File: src/rtl/coin_pulse_sched.sv
// coin_pulse_sched: merges level coin requests from NSRC sources, queues each
// rising edge as a separate coin event (saturating at QMAX) and replays them
// one at a time as arcade-timed pulses: PULSE_LEN ce ticks high, then at least
// GAP_LEN+1 ce ticks low.
// Optional feature: define COIN_LOCKOUT_EN to add the i_lockout input, which
// suppresses new events and holds off new pulses while asserted.

module coin_pulse_sched #(
    parameter int NSRC      = 5,
    parameter int TW        = 20,
    parameter int PULSE_LEN = 360000,
    parameter int GAP_LEN   = 360000,
    parameter int QMAX      = 7,
    localparam int PW       = $clog2(QMAX + 1)
) (
    input  logic            i_clk,
    input  logic            i_reset,
    input  logic            i_ce,
    input  logic [NSRC-1:0] i_req,
`ifdef COIN_LOCKOUT_EN
    input  logic            i_lockout,
`endif
    output logic            o_coin_out,
    output logic [PW-1:0]   o_pending,
    output logic            o_busy,
    output logic            o_drop
);

    localparam int CW = $clog2(NSRC + 1);
    localparam int SW = PW + CW + 1;

    typedef enum logic [1:0] {
        ST_IDLE  = 2'd0,
        ST_PULSE = 2'd1,
        ST_GAP   = 2'd2
    } state_t;

    logic [NSRC-1:0] r_reqQ1;
    logic [NSRC-1:0] r_reqQ2;
    logic [NSRC-1:0] w_rise;
    logic [CW-1:0]   w_riseCnt;
    logic [SW-1:0]   w_sum;
    logic            w_lockout;
    logic            w_deq;
    logic [PW-1:0]   r_pending;
    logic            r_drop;
    state_t          r_state;
    state_t          w_stateNext;
    logic [TW-1:0]   r_cnt;
    logic [TW-1:0]   w_cntNext;
    logic            r_coinOut;
    logic            w_coinNext;

`ifdef COIN_LOCKOUT_EN
    assign w_lockout = i_lockout;
`else
    assign w_lockout = 1'b0;
`endif

    // Two-stage edge detector on the raw requests; reset to all ones so a source held through reset is not counted.
    always_ff @(posedge i_clk) begin
        if (i_reset) begin
            r_reqQ1 <= '1;
            r_reqQ2 <= '1;
        end else begin
            r_reqQ1 <= i_req;
            r_reqQ2 <= r_reqQ1;
        end
    end

    // Count the rising edges this cycle; edges seen while locked out are simply discarded.
    always_comb begin
        w_rise    = w_lockout ? '0 : (r_reqQ1 & ~r_reqQ2);
        w_riseCnt = '0;
        for (int i = 0; i < NSRC; i++) begin
            w_riseCnt = w_riseCnt + CW'(w_rise[i]);
        end
        w_sum = SW'(r_pending) + SW'(w_riseCnt) - SW'(w_deq);
    end

    // Pending-event counter: enqueue and dequeue applied together, saturating at QMAX with a drop strobe.
    always_ff @(posedge i_clk) begin
        if (i_reset) begin
            r_pending <= '0;
            r_drop    <= 1'b0;
        end else if (w_sum > SW'(QMAX)) begin
            r_pending <= PW'(QMAX);
            r_drop    <= 1'b1;
        end else begin
            r_pending <= w_sum[PW-1:0];
            r_drop    <= 1'b0;
        end
    end

    // State register together with the tick counter and the registered coin output.
    always_ff @(posedge i_clk) begin
        if (i_reset) begin
            r_state   <= ST_IDLE;
            r_cnt     <= '0;
            r_coinOut <= 1'b0;
        end else begin
            r_state   <= w_stateNext;
            r_cnt     <= w_cntNext;
            r_coinOut <= w_coinNext;
        end
    end

    // Next-state logic: only advances on ce ticks; starting a pulse consumes one pending event.
    always_comb begin
        w_stateNext = r_state;
        w_cntNext   = r_cnt;
        w_coinNext  = r_coinOut;
        w_deq       = 1'b0;
        if (i_ce) begin
            case (r_state)
                ST_IDLE: begin
                    if ((r_pending != '0) && !w_lockout) begin
                        w_stateNext = ST_PULSE;
                        w_coinNext  = 1'b1;
                        w_cntNext   = TW'(PULSE_LEN - 1);
                        w_deq       = 1'b1;
                    end
                end
                ST_PULSE: begin
                    if (r_cnt == '0) begin
                        w_stateNext = ST_GAP;
                        w_coinNext  = 1'b0;
                        w_cntNext   = TW'(GAP_LEN - 1);
                    end else begin
                        w_cntNext = r_cnt - 1'b1;
                    end
                end
                ST_GAP: begin
                    if (r_cnt == '0) begin
                        w_stateNext = ST_IDLE;
                    end else begin
                        w_cntNext = r_cnt - 1'b1;
                    end
                end
                default: begin
                    w_stateNext = ST_IDLE;
                    w_coinNext  = 1'b0;
                    w_cntNext   = '0;
                end
            endcase
        end
    end

    // Output decode: busy straight from the state, the rest from registers.
    always_comb begin
        o_busy     = (r_state != ST_IDLE);
        o_coin_out = r_coinOut;
        o_pending  = r_pending;
        o_drop     = r_drop;
    end

endmodule

File: config.mk
export PLATFORM = sky130hd
export DESIGN_NAME = coin_pulse_sched
export DESIGN_NICKNAME = d
export VERILOG_FILES = /design/src/rtl/coin_pulse_sched.sv
export SDC_FILE = /design/constraint.sdc
export NUM_CORES = 1
export LEC_CHECK = 0
export CAP_MARGIN = 20
export CORE_ASPECT_RATIO = 2
export CORE_MARGIN = 2
export CORE_UTILIZATION = 55
export CTS_CLUSTER_DIAMETER = 200
export DETAILED_ROUTE_END_ITERATION = 7
export PLACE_DENSITY = 0.74
export SKIP_LAST_GASP = 1
export SLEW_MARGIN = 20
export SYNTH_ARGS = -nofsm -noshare
export SYNTH_HDL_FRONTEND = slang
export SYNTH_SLANG_ARGS = --single-unit
File: constraint.sdc
create_clock -name i_clk -period 5.38 [get_ports i_clk]
set_clock_uncertainty 0.2 [all_clocks]
set_input_delay 0.807 -clock i_clk [delete_from_list [all_inputs] [get_ports i_clk]]
set_output_delay 0.807 -clock i_clk [all_outputs]
set_load 0.02 [all_outputs]
==> results of run 1 <==
state kept, by name, summed over array words and instances (netlist names):
signal	cells
o_pending	3
o_drop	1
r_cnt	20
r_reqQ2	5
o_coin_out	1
r_state	2
r_reqQ1	5
final cells by class:
| cell class | instances | share of cell area, % |
|---|---|---|
| tap | 51 | 2.50 |
| multi-input combinational | 198 | 53.5 |
| sequential | 37 | 29.0 |
| timing repair buffer | 19 | 6.87 |
| clock buffer | 5 | 2.70 |
| clock inverter | 3 | 2.70 |
| inverter | 18 | 2.65 |
cell usage in the layout (no fill, tap or decap), drive strengths merged, types with 6 or more instances in the layout:
cell and n:
or2 14, o21ai 14, ha 10, nor4 6
nand2 18, buf 6, inv 19, clkdlybuf4s50 13
nor2 21, a211oi 8, dfxtp 37, a21oi 18
nor3 10, o41ai 6
Yosys cell counts, types with 4 or more instances:
library cell	count
a211oi_1	7
a21o_1	5
a21oi_1	18
a311oi_1	4
clkbuf_1	8
dfxtp_1	37
ha_1	10
inv_1	18
nand2_1	18
nand2b_1	5
nand3_1	5
nor2_1	20
nor3_1	10
nor4_1	6
o21ai_0	12
o41ai_1	4
or2_2	14
or3_1	4
or4_1	4
power by group:
group | total (mW) | switching [mW] | internal [mW]
clock network | 0.296 | 0.110 | 0.187
registers | 0.367 | 0.0446 | 0.323
logic | 0.517 | 0.298 | 0.219
cell families (layout without fill, tap and decap cells):
group,Yosys count,in the layout
buf+inv,30,45
simple gates,101,101
mux,1,1
fa+ha+maj,14,14
xor+xnor,5,5
compound gates,77,77
flops,37,37
through the flow:
step	setup WS, ps	total power [mW]
floorplan	699	0.746
global placement	559	0.876
detailed placement	478	0.887
CTS	784	1.18
global route	546	1.26
finish	805	1.18
worst paths after layout:
kind | to | slack, ps | depth (start not counted)
setup reg to reg | o_pending[1] | 820 | 14
hold / removal | r_reqQ2[2] | 250 | 1
setup / recovery | o_pending[1] | 800 | 14
hold reg to reg | r_reqQ2[2] | 250 | 1
per-layer routing:
layer  vias up  part of all wire, %  wire length (microns)  track usage (%)
li1       1005                    -                      -                -
met1       979                   36                   1990             26.0
met2        89                   56                   3100             51.1
met3        21                  4.8                    267             3.03
met4         0                  3.9                    218             13.3
met5         -                    0                      0                0
critical path, stage by stage:
cell and delay [ps]:
clkdlybuf4s50_1 490, o21ai_1 90, nor2_1 170, ha_1 280, fa_1 510, fa_1 550
inv_1 40, ha_1 200, fa_1 410, or2_2 310, nor3b_1 190, mux2i_1 90
o221ai_1 280, o21ai_0 140
==> out/qor.csv, run 1 <==
metric;value;unit
# diodes;0;
Main synth FF type;dfxtp_1;
placer's final routability congestion estimate;0.990;
syn_nets;286;
setup_tns;0;ps
Max-cap violations;0;
arrival time at the worst endpoint;4540;ps
Starting Density;57.5;%
RSZ-0062 raised after global routing;no;
final instance area;0.00255;sq mm
reg2reg start;r_state[1];
status;finished, final reports clean;
initial antenna violation count;0;
Max Buffers Root-to-Sink;2;
total track usage;26.1;%
CTS Root Cell;clkbuf_8;
first-pass detailed-route iteration total;4;
CP Launch Type;input pin;
Routed Wire Length;5.57;mm
Post-synth ARST share;0;%
Hold/Removal Path Class;reg -> reg;
EDFF count, synth;0;
Avg Cell Area, Syn;8.42;sq um
Netlist Area Pre-Place;0.00223;sq mm
Cells after Synth;265;
height of the die;94.1;microns
Worst Path Required;5350;ps
mux cell area share after synthesis;0.448;%
drt wl/cell;16.8;microns
cts hold-fix bufs;0;
Sink Count;37;
post-synth top area share;33.2;%
vias per cell;6.33;
input/output buffers;13;
FILL cells;366;
Clk Latency, worst-skew pair;300;ps
DR iter-0 viols;48;
Synth-to-Final Area Change;14.2;%
Final Critical Period;4580;ps
VDD IR max;0.448;mV
I/O Pins;14;
Post-Synth Simple-Gate Area;24.3;%
WHS;253;ps
routed vias;2094;
final core occ;65.7;%
Distinct cells, synth;55;
hold path start;r_reqQ1[2];
clock slew at reported path FFs;80;ps
core area;0.00388;sq mm
Synth Area in XOR/XNOR;1.96;%
TritonCTS Buffers;5;
DIE AREA;0.00461;sq mm
crit path capture type;flop;
Post-CTS Setup Bufs;0;
relative slew slack;42.2;%
Area after DPL;0.00241;sq mm
Finished Layout Cells;331;
final setup fails;0;
Worst-Margin Slew;859;ps
gr ovfl total;0;
HPWL after DPL;4.29;mm
FMAX;219;MHz
DRC;0;
multi-input logic area;0.00137;sq mm
Final ANT Viol Nets;0;
die span in x;49.0;microns
Hold Fails Final Rpt;0;
H-tree Lvls;2;
area fraction in compound gates after synthesis;25.7;%
Seq/Total Area, Yosys;33.2;%
post-synth top area cell;dfxtp_1;
number of max-slew violations in the final report;0;
layout cells sized above 1;13.9;%
Power per Cell Area;463;mW/mm^2
yosys warns;0;
leakage power;1.01;nW
global-route wire length before repair;9.18;mm
adder-cell share of the synthesized area;8.74;%
Register Area;741;sq um
largest family of logic cells by synthesized area;compound AO/OA/AOI/OAI gates;
Final #Nets;300;
Resized cells post-CTS;0;
placed cells;323;
critical path peak fanout;4;
critical path class;in -> reg;
leading post-synthesis cells by cell area;dfxtp_1, ha_1, a21oi_1;
row count;32;
Crit. Startpoint;i_ce;
fin crit share;85.0;%
CTS tree;yes;
largest net degree at the start of global routing;19;
number of global-route vias before repair;2001;
Yosys reg bits;37;
Note: power is estimated with default switching activity, not from simulation.
==> inputs of run 2 (changes only) <==
CORE_MARGIN = 5   (was 2)
==> out/qor.csv, run 2 (synthesis gave the netlist of run 1 again) <==
metric;value;unit
Starting Density;57.5;%
register bank with the most flops;r_cnt;
final instance area;0.00255;sq mm
fin crit share;85.1;%
TritonCTS Buffers;5;
clock slew at reported path FFs;80;ps
CTS Root Cell;clkbuf_8;
gr ovfl total;0;
RSZ-0062 raised after global routing;no;
critical path class;in -> reg;
# diodes;0;
input/output buffers;13;
core area;0.00388;sq mm
routed vias;2121;
critical path peak fanout;4;
Hold Fails Final Rpt;0;
largest registers;r_cnt (20), r_reqQ1 (5), r_reqQ2 (5);
Hold/Removal Path Class;reg -> reg;
Area after DPL;0.00241;sq mm
final setup fails;0;
Final ANT Viol Nets;0;
setup_tns;0;ps
drt wl/cell;17.9;microns
status;finished, final reports clean;
global-route wire length before repair;9.79;mm
cts hold-fix bufs;0;
Max Buffers Root-to-Sink;2;
crit-path max cell delay;550;ps
Final Critical Period;4580;ps
Max-cap violations;0;
Worst Path Required;5350;ps
I/O Pins;14;
FMAX;218;MHz
commonest non-fill, non-tap cell in the layout;dfxtp_1;
placer's final routability congestion estimate;1.00;
Resized cells post-CTS;0;
Sink Count;37;
initial antenna violation count;0;
Clk Latency, worst-skew pair;300;ps
most frequent CP cell;fa_1;
number of max-slew violations in the final report;0;
DRC;0;
arrival time at the worst endpoint;4550;ps
vias per cell;6.41;
first-pass detailed-route iteration total;4;
multi-input logic area;0.00137;sq mm
relative slew slack;43.9;%
commonest cells after routing, fill and taps aside;dfxtp_1, nor2_1, inv_1, nand2_1, a21oi_1;
leakage power;1.01;nW
DIE AREA;0.00551;sq mm
Worst-Margin Slew;834;ps
CP Launch Type;input pin;
Register Area;741;sq um
Routed Wire Length;5.93;mm
Power per Cell Area;466;mW/mm^2
max reg flops;20;
placed cells;323;
height of the die;100;microns
worst path cell trace;clkdlybuf4s50_1 -> o21ai_1 -> nor2_1 -> ha_1 -> fa_1 -> fa_1 -> inv_1 -> ha_1 -> fa_1 -> or2_2 -> nor3b_1 -> mux2i_1 -> o221ai_1 -> o21ai_0;
H-tree Lvls;2;
VDD IR max;0.354;mV
CTS tree;yes;
row count;32;
die span in x;55.0;microns
layout cells sized above 1;13.9;%
FILL cells;367;
Synth-to-Final Area Change;14.2;%
HPWL after DPL;4.45;mm
crit path capture type;flop;
Finished Layout Cells;331;
Post-CTS Setup Bufs;0;
largest net degree at the start of global routing;16;
critical path's slowest cell;fa_1;
total track usage;24.3;%
DR iter-0 viols;80;
number of global-route vias before repair;2105;
Final #Nets;300;
## run 2: report_power, final
part / switching [mW] / total (mW) / leakage, nW / internal (mW)
Clock: 0.112 / 0.299 / 0.0687 / 0.187
Sequential: 0.0470 / 0.370 / 0.307 / 0.323
Combinational: 0.301 / 0.520 / 0.634 / 0.219
## run 2: metrics by stage
| stage | hold WS, ps | setup slack (ps) | total power, mW | util (%) |
|---|---|---|---|---|
| after floorplan | 218 | 699 | 0.746 | - |
| after global placement | 225 | 570 | 0.877 | 62.1 |
| after detailed placement | 231 | 504 | 0.888 | 62.1 |
| after CTS | 250 | 804 | 1.19 | 65.7 |
| after global routing | 269 | 477 | 1.27 | 65.7 |
| final | 246 | 802 | 1.19 | 65.7 |
## run 2: path summary, 6_finish.rpt
kind,startpoint,endpoint,slack (ps),cells past startpoint
min reg2reg,r_reqQ1[4],r_reqQ2[4],250,1
max reg2reg,r_state[1],o_pending[0],810,14
max,i_ce,o_pending[0],800,14
min,r_reqQ1[4],r_reqQ2[4],250,1
## run 2: critical path: cells and delay by family
kind,cells,cell delay (ps)
simple gates,3,700
compound gates,3,490
fa+ha+maj,5,1930
buf+inv,2,520
mux,1,100
## run 2: layer usage
metal	global-route usage, %	wire length [microns]	part of all wire [%]	vias up
li1	-	-	-	1006
met1	26.3	2120	36	997
met2	40.4	3120	53	84
met3	3.27	280	4.7	34
met4	17.8	407	6.9	0
met5	0	0	0	-
## run 2: final cells by class
class	count	area share, %
multi-input combinational	198	53.5
sequential	37	29.0
timing repair buffer	19	6.87
clock buffer	5	2.70
clock inverter	3	2.70
inverter	18	2.65
tap	51	2.50
==> inputs of run 3 (changes only) <==
SETUP_SLACK_MARGIN = 0.3   (was not set)
==> results of run 3 <==
The final DEF is identical to that of run 2; final timing and power are the same.
